## src/rtl/im_compr_ctrl.sv

```systemverilog
// im_compr_ctrl: frame sequencer that issues one datapath start per output tile and writes each result (optional watchdog: IM_COMPR_CTRL_WDT_EN)
module im_compr_ctrl #(
    parameter int pIN_IM_WIDTH  = 640,
    parameter int pIN_IM_HEIGHT = 480,
    parameter int pAREA_WIDTH   = 4,
    parameter int pAREA_HEIGHT  = 4,
    parameter int pWDT_CYCLES   = 1024,
    localparam int OUT_W  = pIN_IM_WIDTH / pAREA_WIDTH,
    localparam int OUT_H  = pIN_IM_HEIGHT / pAREA_HEIGHT,
    localparam int AW_IN  = $clog2(pIN_IM_WIDTH * pIN_IM_HEIGHT),
    localparam int AW_OUT = $clog2(OUT_W * OUT_H)
) (
    input  logic              iclk,
    input  logic              irst,
    input  logic              iframe_start,
    input  logic [AW_IN-1:0]  iframe_base,
    input  logic              iabort,
    output logic              oframe_busy,
    output logic              oframe_done,
    output logic              oframe_ovr,
    output logic              ostart_work,
    output logic [AW_IN-1:0]  odata_start_ptr,
    input  logic              iwork_f,
    input  logic              idone_f,
    output logic              omem_wr_en,
    output logic [AW_OUT-1:0] oaddr_wr,
    output logic              oerr_timeout
);
    localparam logic [2:0] S_IDLE  = 3'd0;
    localparam logic [2:0] S_ISSUE = 3'd1;
    localparam logic [2:0] S_WAIT  = 3'd2;
    localparam logic [2:0] S_WRITE = 3'd3;
    localparam logic [2:0] S_DONE  = 3'd4;
    localparam int TXW = OUT_W > 1 ? $clog2(OUT_W) : 1;
    localparam int TYW = OUT_H > 1 ? $clog2(OUT_H) : 1;
    localparam logic [AW_IN-1:0] COL_STEP = AW_IN'(pAREA_WIDTH);
    localparam logic [AW_IN-1:0] ROW_STEP = AW_IN'(pAREA_HEIGHT * pIN_IM_WIDTH);

    logic [2:0]        state, state_nxt;
    logic [AW_IN-1:0]  ptr, row_base;
    logic [TXW-1:0]    tx;
    logic [TYW-1:0]    ty;
    logic [AW_OUT-1:0] tile_idx;
    logic              last_col, last_tile;
    logic              accept, kill, got_done, timeout, wdt_fire, advance;
    logic              unused;

    // The datapath busy flag is only observed, never acted upon.
    assign unused = ^{iwork_f, pWDT_CYCLES};

    assign last_col  = tx == TXW'(OUT_W - 1);
    assign last_tile = last_col && ty == TYW'(OUT_H - 1);
    assign accept    = state == S_IDLE && iframe_start;
    assign kill      = state != S_IDLE && iabort;
    assign got_done  = state == S_WAIT && idone_f && !kill;
    assign wdt_fire  = timeout && !kill;
    assign advance   = state == S_WRITE && !kill;

`ifdef IM_COMPR_CTRL_WDT_EN
    localparam int WW = $clog2(pWDT_CYCLES + 1);
    logic [WW-1:0] wdt_cnt;

    // Count cycles spent in WAIT; leaving WAIT clears it so each tile starts fresh.
    always_ff @(posedge iclk or negedge irst) begin
        if (!irst)
            wdt_cnt <= '0;
        else if (state != S_WAIT)
            wdt_cnt <= '0;
        else
            wdt_cnt <= wdt_cnt + WW'(1);
    end

    // A done on the final allowed cycle still wins over the watchdog.
    assign timeout = state == S_WAIT && !idone_f && wdt_cnt == WW'(pWDT_CYCLES - 1);
`else
    assign timeout = 1'b0;
`endif

    // Next-state selection; abort pulls any active frame straight back to IDLE.
    always_comb begin
        state_nxt = state;
        if (kill)
            state_nxt = S_IDLE;
        else
            case (state)
                S_IDLE:  state_nxt = iframe_start ? S_ISSUE : S_IDLE;
                S_ISSUE: state_nxt = S_WAIT;
                S_WAIT:  state_nxt = idone_f ? S_WRITE : (timeout ? S_IDLE : S_WAIT);
                S_WRITE: state_nxt = last_tile ? S_DONE : S_ISSUE;
                S_DONE:  state_nxt = S_IDLE;
                default: state_nxt = S_IDLE;
            endcase
    end

    // State register.
    always_ff @(posedge iclk or negedge irst) begin
        if (!irst)
            state <= S_IDLE;
        else
            state <= state_nxt;
    end

    // Tile walk: column step inside a row, row step at the right edge; frozen after the last tile.
    always_ff @(posedge iclk or negedge irst) begin
        if (!irst) begin
            ptr      <= '0;
            row_base <= '0;
            tx       <= '0;
            ty       <= '0;
            tile_idx <= '0;
        end else if (accept) begin
            ptr      <= iframe_base;
            row_base <= iframe_base;
            tx       <= '0;
            ty       <= '0;
            tile_idx <= '0;
        end else if (advance && !last_tile) begin
            tile_idx <= tile_idx + AW_OUT'(1);
            if (last_col) begin
                tx       <= '0;
                ty       <= ty + TYW'(1);
                row_base <= row_base + ROW_STEP;
                ptr      <= row_base + ROW_STEP;
            end else begin
                tx  <= tx + TXW'(1);
                ptr <= ptr + COL_STEP;
            end
        end
    end

    // Registered pulses and frame status; the write strobe is raised on the done edge itself.
    always_ff @(posedge iclk or negedge irst) begin
        if (!irst) begin
            oframe_busy     <= 1'b0;
            oframe_done     <= 1'b0;
            oframe_ovr      <= 1'b0;
            ostart_work     <= 1'b0;
            odata_start_ptr <= '0;
            omem_wr_en      <= 1'b0;
            oaddr_wr        <= '0;
            oerr_timeout    <= 1'b0;
        end else begin
            oframe_ovr   <= iframe_start && oframe_busy && !oframe_ovr;
            ostart_work  <= state == S_ISSUE && !kill;
            omem_wr_en   <= got_done;
            oframe_done  <= state == S_DONE && !kill;
            oerr_timeout <= wdt_fire;
            if (state == S_ISSUE && !kill)
                odata_start_ptr <= ptr;
            if (got_done)
                oaddr_wr <= tile_idx;
            if (accept)
                oframe_busy <= 1'b1;
            else if (kill || wdt_fire || state == S_DONE)
                oframe_busy <= 1'b0;
        end
    end
endmodule

```

## config.mk

```make
export PLATFORM = sky130hd
export DESIGN_NAME = im_compr_ctrl
export DESIGN_NICKNAME = d
export VERILOG_FILES = /design/src/rtl/im_compr_ctrl.sv
export SDC_FILE = /design/constraint.sdc
export NUM_CORES = 1
export LEC_CHECK = 0
export ABC_AREA = 1
export CAP_MARGIN = 20
export CORE_MARGIN = 2
export CORE_UTILIZATION = 61
export CTS_CLUSTER_SIZE = 10
export DETAILED_ROUTE_END_ITERATION = 6
export PLACE_DENSITY = 0.87
export RECOVER_POWER = 100
export SYNTH_ARGS = -nofsm -noshare
export SYNTH_HDL_FRONTEND = slang
export SYNTH_SLANG_ARGS = --single-unit
```

## constraint.sdc

```tcl
create_clock -name iclk -period 3.1 [get_ports iclk]
set_input_delay 0.62 -clock iclk [delete_from_list [all_inputs] [get_ports iclk]]
set_output_delay 0.62 -clock iclk [all_outputs]
set_load 0.05 [all_outputs]
```

# After elaboration in Yosys (flattened, before gate mapping)
# Index checks and enable logic that the tools add are counted.
totals:
  in_bits: 25
  word_cells: 66
  ff_bits: 110
op_classes:
  n_eq_ne: 6
  reduce_logical: 21
  addsub: 5
  muxes: 21
op_table:
  columns: ["operator", "n"]
  rows:
  - ["19-bit two-way mux", 6]
  - ["15-bit two-way mux", 2]
  - ["8-bit two-way mux", 3]
  - ["7-bit two-way mux", 3]
  - ["19-bit by 12-bit adder with 19-bit output (second input constant)", 1]
  - ["19-bit by 3-bit adder with 19-bit output (second input constant)", 1]
  - ["15-bit by 1-bit adder with 15-bit output (second input constant)", 1]
  - ["3-bit case mux with 4 select lines", 1]
  - ["1-bit logical AND", 11]
  - ["8-bit by 1-bit adder with 8-bit output (second input constant)", 1]
  - ["8-bit == test (second input constant)", 1]
  - ["7-bit by 1-bit adder with 7-bit output (second input constant)", 1]
  - ["7-bit == test (second input constant)", 1]
  - ["3-bit by 2-bit == test with 1-bit output (second input constant)", 2]
  - ["3-bit two-way mux", 2]
  - ["2-bit nonzero test", 3]
  - ["1-bit two-way mux", 4]
  - ["3-bit by 1-bit == test with 1-bit output (second input constant)", 1]
  - ["3-bit == test (second input constant)", 1]
  - ["1-bit logical NOT", 3]
  - ["3-bit logical NOT", 1]
  - ["3-bit nonzero test", 1]
  - ["2-bit AND reduction", 1]
  - ["1-bit logical OR", 1]

# Depth between registers and ports, before layout
depth:
  ltp_word: 7
  ltp_mapped: 11

# Least setup slack after synthesis
# Ideal clock, no wire load.
synth_timing:
  kind: "in2reg"
  from: "input iabort"
  to: "register row_base[13]"
  arrival_ns: 1.599
  path_slack_ns: 1.382
  n_path_buf: 2
  cell_stages: 8
  t_required_ns: 2.981
  cell_sequence: "clkbuf_1 -> nor2_4 -> nand2_4 -> nand2_4 -> nand2_2 -> inv_2 -> buf_2 -> o21a_1"
synth_between:
  elab_chain_len: 6
synth_rtl:
  columns: ["element", "line_no", "rtl"]
  rows:
  - ["start: declaration", "17", "input logic iabort,"]
  - ["1-bit logical AND", "54", "assign kill = state != S_IDLE && iabort;"]
  - ["1-bit logical NOT", "57", "assign advance = state == S_WRITE && !kill;"]
  - ["1-bit logical AND", "57", null]
  - ["1-bit logical AND", "117", "end else if (advance && !last_tile) begin"]
  - ["2-bit nonzero test (no source line)", null, null]
  - ["2-bit AND reduction (no source line)", null, null]
  - ["end signal: assignment", "113", "row_base <= iframe_base;"]
  - ["end signal: assignment", "122", "row_base <= row_base + ROW_STEP;"]
  - ["end: declaration", "40", "logic [AW_IN-1:0] ptr, row_base;"]
# Every way passes these cells.
# A chain may end at the register's enable or synchronous reset.

# Worst setup path after layout
layout_timing:
  from: "input iabort"
  to: "register odata_start_ptr[5]"
layout_between:
  elab_chain_len: 3
layout_rtl:
  columns: ["element", "line_no", "rtl"]
  rows:
  - ["1-bit logical AND", "54", null]
  - ["1-bit logical NOT", "148", "if (state == S_ISSUE && !kill)"]
  - ["1-bit logical AND", "148", null]
  - ["end signal: assignment", "149", "odata_start_ptr <= ptr;"]
  - ["end: declaration", "22", "output logic [AW_IN-1:0] odata_start_ptr,"]
# Every way passes these cells.

==> out/metrics.yaml <==
drt_iter0_markers: 343
grt_max_degree: 47
synth_top_area_cell: "dfrtp_1"
hpwlAfterDp_mm: 9.04
pwr-share-clk: 0.178
synthFlopType: "dfrtp_1"
fin_crit_sh: 0.850
worstMarginPinSlew_ns: 1.53
fin_crit_ns: 2.63
synth_top_family_by_area: "simple AND/OR/NAND/NOR gates"
cp_max_fo: 29
reg2reg_to: "row_base[15]"
tritoncts: "built"
die_y_microns: 99.7
synth_top_area_share: 0.493
worst_setup_path_start_kind: "input pin"
ant_nets: 0
power_frac_seq: 0.384
port_buffers: 62
synth_compound_area_frac: 0.110
vias: 4901
holdWs_ns: 0.214
status: "finished, violations left"
ctsHoldBuffers: 0
rr_worst_depth: 10
reg2reg_from: "tx[0]"
wl_per_cell_microns: 15.1
post_cts_resize_count: 0
path_class: "in -> reg"
utilization: 0.730
layout_common_cells: "nand2_1, dfrtp_1, nor2_1"
p_per_area_nw_per_um2: 933
synth_mux_area_frac: 0.0202
clockRootBuffer: "clkbuf_8"
nets: 775
grt-ovfl-total: 0
endpoint_kind: "register"
power.internal_mw: 3.33
synth.top_cells.by_area: "dfrtp_1, nand2_1, nor2_1, o21ai_0, inv_1"
fin_setup_tns_ns: 0
core_area_sq_um: 8810
drv_cap: 1
violations: "max-capacitance violations, max-slew violations"
drv_slew: 27
num_antenna_cells: 0
dpl_cell_area_sq_um: 6230
synth_xor_area_frac: 0.0204
cp_data_required_time_ns: 3.37
area_delta_synth_final_pct: 15.2
cts_setup_buffers: 0
cts.sinks: 110
antenna_found_initial: 0
insertion_delay_ns: 0.38
clock_skew_ns: 0.0103
grt_pass1_vias: 4767
peakVddDrop_mv: 0.523
hold_path.class: "in -> async"
fp.dieW_microns: 99.7
yosys.area_share.simple: 0.267
fill_cells: 649
layout_commonest_cell: "nand2_1"
syn_area_sq_um: 5580
p_sw_mw: 2.67
start_util: 0.634
p_sw_frac: 0.446
die-area_sq_um: 9930
cts-buffers-inserted: 9
final_area_sq_um: 6430
totalWireLength_mm: 12.9
syn-num-nets: 719
via_per_inst: 5.71
layout-drive-gt1-share: 0.0640
finalHoldViolCount: 0
grt_use_total: 0.278
combPwrFrac: 0.438
htree_levels: 3
cp.arrival_ns: 2.90
synth_seq_area_share: 0.493
regToRegSetupSlack_ns: 0.54
clk_pin_slew_ns: 0.11
syn_avg_cell_area_sq_um: 8.10
dr.pass1.iters: 5
finalSetupViolations: 0
synth_edf_count: 0
drc: 0
syn_inst: 689
globalplace.congestion: 0.953
grt_setup_unrepaired: "false"
ios: 65
ys_types: 43
fmax_ghz: 0.380
synth_seq_cells: 110
cts_buffer_depth: 2
cellLeakagePower_nw: 3.05
num_rows: 34
grt_pass1_wl_mm: 22.1
yosys_warnings: 0
synth-adder-area-share: 0.0112
maxSlewHeadroom: -0.0226
synthArstFlopShare: 1.00
[critical path, stage by stage]
cell and delay (ns):
dlygate4sd3_1 0.67, nor2_2 0.14, clkbuf_1 1.03, mux2_2 0.43
[state kept, by name, indices dropped and copies added, names as in the netlist]
name	count
oframe_ovr	1
row_base	19
oframe_busy	1
oaddr_wr	15
ty	7
ostart_work	1
state	3
odata_start_ptr	19
omem_wr_en	1
tile_idx	15
tx	8
ptr	19
oframe_done	1
[area by class of cell]
cell class | instances | area [sq um] | area share
flip-flops and latches | 110 | 2750 | 0.428
multi-input cells | 484 | 2370 | 0.368
repair buffers | 71 | 664 | 0.103
inverters | 69 | 259 | 0.0403
well taps | 108 | 135 | 0.0210
clock inverters | 7 | 126 | 0.0196
clock buffers | 9 | 124 | 0.0193
[worst max-delay path by stage]
stage	startpoint	endpoint	slack, ns	depth (start not counted)
2_1_floorplan	iabort	row_base[13]	1.38	8
3_3_place_gp	iabort	ty[0]	0.46	8
3_5_place_dp	iabort	row_base[15]	0.38	8
4_1_cts	tx[0]	ty[0]	0.66	9
5_1_grt	tx[0]	row_base[15]	0.27	10
6_report	iabort	odata_start_ptr[5]	0.47	4
[per-stage QoR]
step	worst slack [ns]	power [mW]	cells
finish	0.466	6.00	858
global route	0.271	6.41	858
detailed placement	0.376	5.01	842
floorplan	1.38	4.28	689
global placement	0.457	4.89	842
CTS	0.656	6.08	858
[per-layer routing]
metal  wire length, microns  share of wire  GRT usage
met2                   6270           0.49      0.455
met3                    748          0.058     0.0351
met4                    211          0.016     0.0991
met5                      0              0          0
met1                   5690           0.44      0.384
[cell usage after synthesis (all sizes together), types with 7 or more instances]
| library cell | count |
|---|---|
| xor2 | 12 |
| nand4 | 11 |
| buf | 22 |
| o21ai | 61 |
| a21oi | 24 |
| dfrtp | 110 |
| o21a | 7 |
| mux2 | 10 |
| nand2 | 173 |
| nor3 | 16 |
| nor2 | 90 |
| nand3 | 46 |
| inv | 69 |
[cells by family after synthesis]
family / count (synthesis)
mux: 10
xor+xnor: 13
fa+ha+maj: 5
other cells: 1
buf+inv: 95
flops: 110
simple gates: 345
compound gates: 110
[power by group through the flow]
stage | Combinational (mW) | Sequential [mW] | Clock, mW
after detailed placement | 2.68 | 2.33 | 0
after global placement | 2.59 | 2.30 | 0
after CTS | 2.70 | 2.30 | 1.08
final | 2.63 | 2.31 | 1.07
after global routing | 2.91 | 2.37 | 1.14
after floorplan | 1.47 | 2.81 | 0
Power figures use the tool's default switching activity.
